$ cat config.mk
export PLATFORM = sky130hd
export DESIGN_NAME = ad_window_gen
export DESIGN_NICKNAME = d
export VERILOG_FILES = /design/src/rtl/ad_pkg.sv /design/src/rtl/ad_valid_pipe.sv /design/src/rtl/ad_window_gen.sv
export SDC_FILE = /design/constraint.sdc
export NUM_CORES = 1
export LEC_CHECK = 0
export CORE_MARGIN = 2
export CORE_UTILIZATION = 30
export DETAILED_ROUTE_END_ITERATION = 16
export PLACE_DENSITY = 0.57
export SLEW_MARGIN = 20
export SYNTH_ARGS = -nofsm -noshare
export SYNTH_HDL_FRONTEND = slang
export SYNTH_SLANG_ARGS = --single-unit
$ cat constraint.sdc
create_clock -name clk_sample -period 12.4 [get_ports clk_sample]
set_input_delay 3.72 -clock clk_sample [delete_from_list [all_inputs] [get_ports clk_sample]]
set_output_delay 3.72 -clock clk_sample [all_outputs]
set_load 0.1 [all_outputs]
$ cat src/rtl/ad_pkg.sv
// rtl/ad_pkg.sv - shared state encoding and default widths for the ADC sample-window generator
package ad_pkg;

  typedef enum logic [1:0] {
    IDLE   = 2'd0,
    DELAY  = 2'd1,
    SAMPLE = 2'd2,
    DRAIN  = 2'd3
  } ad_state_t;

  localparam int AD_CNT_W   = 16;
  localparam int AD_ADC_LAT = 5;
  localparam int AD_AVG_W   = 8;

endpackage

$ cat src/rtl/ad_valid_pipe.sv
// rtl/ad_valid_pipe.sv - ADC_LAT-stage delay line carrying {en, idx, first, last}
module ad_valid_pipe #(
  parameter int CNT_W   = 16,
  parameter int ADC_LAT = 5
) (
  input  logic             i_clk,
  input  logic             i_rst,
  input  logic             i_en,
  input  logic [CNT_W-1:0] i_idx,
  input  logic             i_first,
  input  logic             i_last,
  output logic             o_en,
  output logic [CNT_W-1:0] o_idx,
  output logic             o_first,
  output logic             o_last
);

  logic             r_en    [ADC_LAT];
  logic             r_first [ADC_LAT];
  logic             r_last  [ADC_LAT];
  logic [CNT_W-1:0] r_idx   [ADC_LAT];

  // idx only advances alongside a valid bit, so the tap holds the last valid index
  always_ff @(posedge i_clk or posedge i_rst) begin
    if (i_rst) begin
      for (int k = 0; k < ADC_LAT; k++) begin
        r_en[k]    <= 1'b0;
        r_first[k] <= 1'b0;
        r_last[k]  <= 1'b0;
        r_idx[k]   <= '0;
      end
    end else begin
      r_en[0]    <= i_en;
      r_first[0] <= i_first;
      r_last[0]  <= i_last;
      if (i_en) r_idx[0] <= i_idx;
      for (int k = 1; k < ADC_LAT; k++) begin
        r_en[k]    <= r_en[k-1];
        r_first[k] <= r_first[k-1];
        r_last[k]  <= r_last[k-1];
        if (r_en[k-1]) r_idx[k] <= r_idx[k-1];
      end
    end
  end

  assign o_en    = r_en[ADC_LAT-1];
  assign o_idx   = r_idx[ADC_LAT-1];
  assign o_first = r_first[ADC_LAT-1];
  assign o_last  = r_last[ADC_LAT-1];

endmodule

$ cat src/rtl/ad_window_gen.sv
// rtl/ad_window_gen.sv - burst-triggered ADC sample window with latency-aligned valid, markers and frame counting
module ad_window_gen
  import ad_pkg::*;
#(
  parameter int CNT_W   = AD_CNT_W,
  parameter int AVG_W   = AD_AVG_W,
  parameter int ADC_LAT = AD_ADC_LAT
) (
  input  logic             clk_sample,
  input  logic             reset,
  input  logic             burst_syn,
  input  logic [CNT_W-1:0] cfg_delay,
  input  logic [CNT_W-1:0] cfg_len,
  input  logic [AVG_W-1:0] cfg_avg,
  input  logic             sink_full,
  output logic             AD_sample_en,
  output logic             AD_data_valid,
  output logic [CNT_W-1:0] sample_idx,
  output logic             first_sample,
  output logic             last_sample,
  output logic [AVG_W-1:0] burst_idx,
  output logic             frame_done,
  output logic             busy,
  output logic             overrun
);

  localparam logic [CNT_W-1:0] LAT_M1 = CNT_W'(ADC_LAT - 1);

  ad_state_t        r_state, w_state_nxt;
  logic             r_burst_q;
  logic [CNT_W-1:0] r_cnt, r_delay, r_len;
  logic [AVG_W-1:0] r_avg, r_burst_idx;
  logic             r_frame_done, r_overrun;
  logic             w_trig, w_accept, w_drop, w_cnt_clr, w_done;
  logic             w_sampling, w_first, w_last;

  assign w_trig = burst_syn & ~r_burst_q;

  always_ff @(posedge clk_sample or posedge reset) begin
    if (reset) r_state <= IDLE;
    else       r_state <= w_state_nxt;
  end

  always_comb begin
    w_state_nxt = r_state;
    w_accept    = 1'b0;
    w_drop      = 1'b0;
    w_cnt_clr   = 1'b0;
    w_done      = 1'b0;
    if (r_state != IDLE) w_drop = w_trig;
    case (r_state)
      IDLE: begin
        if (w_trig) begin
          if (sink_full) begin
            w_drop = 1'b1;
          end else if (cfg_len != '0) begin
            w_accept    = 1'b1;
            w_state_nxt = (cfg_delay != '0) ? DELAY : SAMPLE;
          end
        end
      end
      DELAY: begin
        if (r_cnt == r_delay - 1'b1) begin
          w_state_nxt = SAMPLE;
          w_cnt_clr   = 1'b1;
        end
      end
      SAMPLE: begin
        if (r_cnt == r_len - 1'b1) begin
          w_state_nxt = DRAIN;
          w_cnt_clr   = 1'b1;
        end
      end
      DRAIN: begin
        if (r_cnt == LAT_M1) begin
          w_state_nxt = IDLE;
          w_done      = 1'b1;
        end
      end
      default: w_state_nxt = IDLE;
    endcase
  end

  always_ff @(posedge clk_sample or posedge reset) begin
    if (reset) begin
      r_burst_q    <= 1'b0;
      r_cnt        <= '0;
      r_delay      <= '0;
      r_len        <= '0;
      r_avg        <= '0;
      r_burst_idx  <= '0;
      r_frame_done <= 1'b0;
      r_overrun    <= 1'b0;
    end else begin
      r_burst_q    <= burst_syn;
      r_overrun    <= w_drop;
      r_frame_done <= 1'b0;
      if (w_accept) begin
        r_delay <= cfg_delay;
        r_len   <= cfg_len;
        r_avg   <= (cfg_avg == '0) ? AVG_W'(1) : cfg_avg;
      end
      if (w_accept || w_cnt_clr) r_cnt <= '0;
      else if (r_state != IDLE)  r_cnt <= r_cnt + 1'b1;
      // >= rather than == so a count left over from a larger frame still wraps
      if (w_done) begin
        if (({1'b0, r_burst_idx} + 1'b1) >= {1'b0, r_avg}) begin
          r_burst_idx  <= '0;
          r_frame_done <= 1'b1;
        end else begin
          r_burst_idx <= r_burst_idx + 1'b1;
        end
      end
    end
  end

  assign w_sampling = (r_state == SAMPLE);
  assign w_first    = w_sampling && (r_cnt == '0);
  assign w_last     = w_sampling && (r_cnt == r_len - 1'b1);

  ad_valid_pipe #(
    .CNT_W  (CNT_W),
    .ADC_LAT(ADC_LAT)
  ) u_valid_pipe (
    .i_clk  (clk_sample),
    .i_rst  (reset),
    .i_en   (w_sampling),
    .i_idx  (r_cnt),
    .i_first(w_first),
    .i_last (w_last),
    .o_en   (AD_data_valid),
    .o_idx  (sample_idx),
    .o_first(first_sample),
    .o_last (last_sample)
  );

  assign AD_sample_en = w_sampling;
  assign busy         = (r_state != IDLE);
  assign burst_idx    = r_burst_idx;
  assign frame_done   = r_frame_done;
  assign overrun      = r_overrun;

endmodule

==> results of run 1 <==
-- metal layers --
metal,share of wire (%),global-route usage (%)
met1,51,18.1
met2,44,18.4
met3,3.1,2.82
met4,1.1,3.90
met5,0,0
-- where the power goes --
group          internal (uW)  switching, uW
clock                    278            261
sequential               535         0.0918
combinational           13.4           16.5
-- cells in the final DEF (no fill, tap or decap), types with 8 or more instances in the layout --
| master | Yosys | routed |
|---|---|---|
| nor2b_1 | 10 | 10 |
| nor2_1 | 36 | 36 |
| nor4_1 | 18 | 18 |
| a21oi_1 | 8 | 8 |
| mux2_2 | 119 | 119 |
| xor2_1 | 21 | 21 |
| xnor2_1 | 42 | 42 |
| clkbuf_16 | 0 | 17 |
| nand3_1 | 19 | 19 |
| dfrtp_1 | 164 | 164 |
| nand2_1 | 30 | 30 |
| nor3_1 | 22 | 22 |
| o21ai_0 | 16 | 16 |
| ha_1 | 17 | 17 |
| clkdlybuf4s50_1 | 0 | 74 |
| inv_1 | 28 | 27 |
| nand4_1 | 12 | 12 |
-- cell type report --
cell class | count | area (um^2) | share of cell area, %
flip-flops and latches | 164 | 4100 | 42.6
clock buffers | 17 | 425 | 4.42
multi-input cells | 449 | 3610 | 37.5
clock inverters | 15 | 189 | 1.96
inverters | 28 | 110 | 1.14
repair buffers | 77 | 767 | 7.96
well taps | 341 | 427 | 4.43
-- cells by family (layout without fill, tap and decap cells) --
family / after synthesis / in the layout / share of synthesized area, %
simple gates: 183 / 183 / 12.4
flops: 164 / 164 / 50.7
mux: 122 / 122 / 17.0
buf+inv: 82 / 137 / 4.73
compound gates: 64 / 64 / 5.75
xor+xnor: 63 / 63 / 6.81
fa+ha+maj: 17 / 17 / 2.63
-- cells in the mapped netlist (all sizes together) (3+ instances only) --
| cell | n | area share (%) |
|---|---|---|
| dfrtp | 164 | 51 |
| mux2 | 120 | 17 |
| xnor2 | 42 | 4.5 |
| nor2 | 36 | 1.7 |
| buf | 33 | 2.5 |
| nand2 | 30 | 1.4 |
| inv | 28 | 1.3 |
| nor3 | 24 | 1.6 |
| clkbuf | 21 | 0.97 |
| xor2 | 21 | 2.3 |
| nand3 | 19 | 1.2 |
| nor4 | 18 | 1.4 |
| ha | 17 | 2.6 |
| o21ai | 17 | 1.1 |
| nand4 | 12 | 0.93 |
| nor2b | 10 | 0.77 |
| a21oi | 8 | 0.49 |
| a31oi | 7 | 0.54 |
| a21o | 5 | 0.46 |
| and3 | 5 | 0.39 |
| o22ai | 5 | 0.39 |
| a21boi | 4 | 0.37 |
| nor4b | 4 | 0.70 |
| or3 | 4 | 0.31 |
| a211oi | 3 | 0.28 |
| nand2b | 3 | 0.23 |
| nand3b | 3 | 0.28 |
| nand4b | 3 | 0.32 |
| or2 | 3 | 0.23 |
| or4 | 3 | 0.32 |
-- stage by stage --
step	worst slack [ns]	util (%)	area [um^2]	cells
2_1_floorplan	4.25	-	8100	695
3_3_place_gp	5.92	33.7	9010	1059
3_5_place_dp	5.84	33.7	9010	1059
4_1_cts	6.02	36.0	9630	1091
5_1_grt	5.94	36.0	9630	1091
6_report	6.02	36.0	9630	1091
-- worst paths after layout --
| check | to | slack [ns] | depth (start not counted) |
|---|---|---|---|
| max in group asynchronous | u_valid_pipe.r_first[4] | 7.42 | 3 |
| worst max-delay path | busy | 6.02 | 4 |
| min in group asynchronous | u_valid_pipe.o_idx[13] | 3.79 | 2 |
| worst min register to register | u_valid_pipe.r_first[2] | 0.34 | 0 |
| worst min-delay path | u_valid_pipe.r_first[2] | 0.34 | 0 |
| worst max register to register | r_cnt[15] | 8.99 | 10 |
-- worst max-delay path: cells and delay by family, from the launching register on --
kind	cells	cell delay, ns
fa+ha+maj	1	0.32
buf+inv	3	1.51
flops	1	0.40
-- state kept, by name (all words and copies together) (netlist names) --
register	cells
u_valid_pipe.o_en	1
r_avg	8
u_valid_pipe.r_first	4
u_valid_pipe.r_en	4
u_valid_pipe.o_idx	16
u_valid_pipe.r_idx	64
r_cnt	16
frame_done	1
r_delay	16
u_valid_pipe.o_first	1
overrun	1
r_len	16
burst_idx	8
r_burst_q	1
u_valid_pipe.r_last	4
r_state	2
u_valid_pipe.o_last	1
==> flow_metrics.tcl, run 1 <==
set metrics [dict create \
    antenna_found_initial 0 \
    worstPathMaxFanout 8 \
    max_stage_delay_ns 1.18 \
    track_usage_pct 12.4 \
    hp-start "u_valid_pipe.r_first[3]" \
    clk_pin_slew_worst_paths_ns 0.08 \
    cts_tree "built" \
    power_uw 1100 \
    cts_buffers 17 \
    synthCells 695 \
    first_global_vias 5212 \
    grt_max_degree 87 \
    max-cap-violations 0 \
    yosys_warnings 0 \
    path_cells "inv_1, ha_1, inv_1, clkdlybuf4s50_1" \
    port_buffers 74 \
    arrival_ns 2.66 \
    wl_per_cell_um 15.2 \
    status "completed" \
    ant_nets 0 \
    vias 5208 \
    io_pins 75 \
    fin_setup_tns_ns 0 \
    fp-row-count 60 \
    gr-total-overflow 0 \
    crit_top_cell "inv_1" \
    dr.pass1.iters 4 \
    synth_enable_flop_cells 0 \
    clock_latency_ns 0.44 \
    finClkSkew_ns 0.0261 \
    hold_slack_ns 0.336 \
    ys_ff_latch 164 \
    cp-end-kind "output pin" \
    drt-total-wl_mm 16.6 \
    n_fill_cell 2658 \
    drcViolationCount 0 \
    die_w_um 168 \
    critPathRequiredTime_ns 8.68 \
    rr_startpoint "r_delay[0]" \
    gp_congestion 0.823 \
    netlist_area_mm2 0.00810 \
    rsz0062_at_grt "false" \
    async_reset_ff_share_pct 100 \
    tightest_slew_ns 1.01 \
    num_antenna_cells 0 \
    cts_setup_buffers 0 \
    die_area_mm2 0.0283 \
    period_needed_ns 6.38 \
    setup_viol 0 \
    cts-htree-levels 4 \
    synth_seq_area_share_pct 50.7 \
    maxSlewViolCount 0 \
    start_util_pct 30.3 \
    crit_slowest_cell "clkdlybuf4s50_1" \
    nets 798 \
    core_mm2 0.0267 \
    synthFlopType "dfrtp_1" \
    worstSetupPathType "reg2out" \
    clockBufferDepth 2 \
    post_route_cells_drive_above_1_share_pct 22.9 \
    p_leak_uw 0.00445 \
    min_path_type "reg2reg" \
    cts_root_buf "clkbuf_16" \
    p_per_area_mw_per_mm2 115 \
    fmax_mhz 157 \
    area_growth_pct 19.0 \
    hold_violations 0 \
    syn_area_per_cell_um2 11.7 \
    slew-limit-headroom_pct 32.3 \
    dp.final_hpwl_mm 11.8 \
    syn_nets 756 \
    synth_cell_types 58 \
    cts_resized 0 \
    cts_sinks 164 \
    crit_start "r_state[0]" \
    startpoint_type "register" \
    finalCritPeriodShare_pct 51.5 \
    cts-hold-fix-buffers 0 \
    die_y_um 168 \
    via_per_inst 4.77 \
    dr.first_iter.drc_count 369 \
    grt_pass1_wl_mm 28.2 \
    peakVddDrop_v 0.0000777 \
]
(Power assumes the default switching activity.)
==> inputs of run 2 (changes only) <==
- clock period: 12.4 -> 6.7 ns (I/O delays scaled with it)
==> run 2 against run 1 <==
Clock power is 85% higher. Count of clock-buffer cells in the layout stayed put. Setup slack worse by 4.0 ns. Via count is 0.92% higher. Critical path type unchanged. Largest cell class unchanged.
==> flow_metrics.tcl, run 2 (synthesized netlist as in run 1, its figures left out) <==
set metrics [dict create \
    status "completed" \
    final_cell_mix "dfrtp_1, mux2_2, clkdlybuf4s50_1, xnor2_1, nor2_1" \
    start_util_pct 30.3 \
    seqPwrFrac_pct 48.5 \
    final_cells 1092 \
    dr.pass1.iters 7 \
    largest_register_ffs 64 \
    hp-start "u_valid_pipe.r_first[2]" \
    die_y_um 168 \
    grt_max_degree 95 \
    p_clk_share_pct 48.8 \
    dr.first_iter.drc_count 351 \
    finalCritPeriodShare_pct 69.2 \
    tightest_slew_ns 1.07 \
    gr-total-overflow 0 \
    cts_tree "built" \
    core_mm2 0.0267 \
    peakVddDrop_v 0.000150 \
    nets 799 \
    p_leak_uw 0.00445 \
    drt-total-wl_mm 16.8 \
    cts-hold-fix-buffers 0 \
    port_buffers 74 \
    p_sw_uw 513 \
    setup_viol 0 \
    clock_latency_ns 0.44 \
    io_pins 75 \
    hold_violations 0 \
    via_per_inst 4.81 \
    slew-limit-headroom_pct 28.2 \
    cts_root_buf "clkbuf_16" \
    area_growth_pct 19.2 \
    grt_pass1_wl_mm 28.9 \
    max-cap-violations 0 \
    critPathRequiredTime_ns 4.69 \
    cp-end-kind "output pin" \
    startpoint_type "register" \
    cts_setup_buffers 0 \
    hold_slack_ns 0.347 \
    cts-htree-levels 4 \
    final_area_mm2 0.00965 \
    rr_startpoint "r_delay[0]" \
    placed_cells 1060 \
    final_common_cell "dfrtp_1" \
    fp-row-count 60 \
    first_global_vias 5225 \
    cts_sinks 164 \
    vias 5256 \
    ant_nets 0 \
    arrival_ns 2.63 \
    wl_per_cell_um 15.4 \
    worstSetupPathType "reg2out" \
    die_w_um 168 \
    drcViolationCount 0 \
    fmax_mhz 216 \
    cts_buffers 17 \
    rsz0062_at_grt "false" \
    internal_power_uw 1530 \
    dp.final_hpwl_mm 11.9 \
    n_fill_cell 2638 \
    fin_setup_tns_ns 0 \
    comb_power_share_pct 2.7 \
    clk_pin_slew_worst_paths_ns 0.07 \
    crit_start "r_state[1]" \
    gp_congestion 0.823 \
    p_sw_share_pct 25.1 \
    period_needed_ns 4.64 \
    die_area_mm2 0.0283 \
    finClkSkew_ns 0.0178 \
    p_per_area_mw_per_mm2 211 \
    antenna_found_initial 0 \
    min_path_type "reg2reg" \
    clockBufferDepth 2 \
    num_antenna_cells 0 \
    regMostFlops "u_valid_pipe.r_idx" \
    worstPathMaxFanout 8 \
    maxSlewViolCount 0 \
    place_area_mm2 0.00902 \
    track_usage_pct 12.7 \
    cts_resized 0 \
    post_route_cells_drive_above_1_share_pct 23.0 \
]
[run 2: cell count changes in the layout (fill, tap and decap cells not counted)]
cell / change
inv_8: -3
buf_4: +2
clkinv_8: +5
inv_12: -2
buf_6: -1
[run 2: worst paths after layout]
check	depth (start not counted)	to	slack, ns
min in group asynchronous	2	u_valid_pipe.o_idx[2]	2.11
min	0	u_valid_pipe.r_first[1]	0.35
max	4	busy	2.06
max reg2reg	10	r_cnt[1]	3.36
min reg2reg	0	u_valid_pipe.r_first[1]	0.35
max in group asynchronous	3	u_valid_pipe.r_en[2]	3.50
[run 2: per-stage QoR]
step                power (uW)  worst slack (ns)  utilization (%)
finish                    2040              2.06             36.1
global route              2120              1.96             36.1
CTS                       2070              2.04             36.1
detailed placement        1070              1.80             33.8
global placement          1070              1.93             33.8
floorplan                 1030             0.257                -
[run 2: area by class of cell]
type	instances	area, um^2	area share, %
clock buffer	17	425	4.41
clock inverter	15	204	2.11
inverter	28	110	1.14
multi-input combinational	449	3610	37.4
sequential	164	4100	42.5
tap	341	427	4.42
timing repair buffer	78	771	7.99
[run 2: routing by layer]
layer  GRT usage (%)  wire, um  up-vias
met5               0         0        -
met4            3.49       267        0
met3            2.84       643       18
met2            18.9      7320      122
met1            18.5      8580     2562
li1                -         -     2554
[run 2: power groups by stage]
stage / registers, uW / clock network [uW] / logic, uW
after floorplan: 1010 / 0 / 16.6
after global placement: 1010 / 0 / 57.7
after detailed placement: 1010 / 0 / 57.5
after CTS: 990 / 1030 / 57.8
after global routing: 990 / 1070 / 62.4
final: 990 / 995 / 55.2
[run 2: critical path, cell delays in order (launching register included)]
cell	delay, ns
dfrtp_1	0.42
inv_1	0.08
ha_1	0.29
inv_1	0.22
clkdlybuf4s50_1	1.18
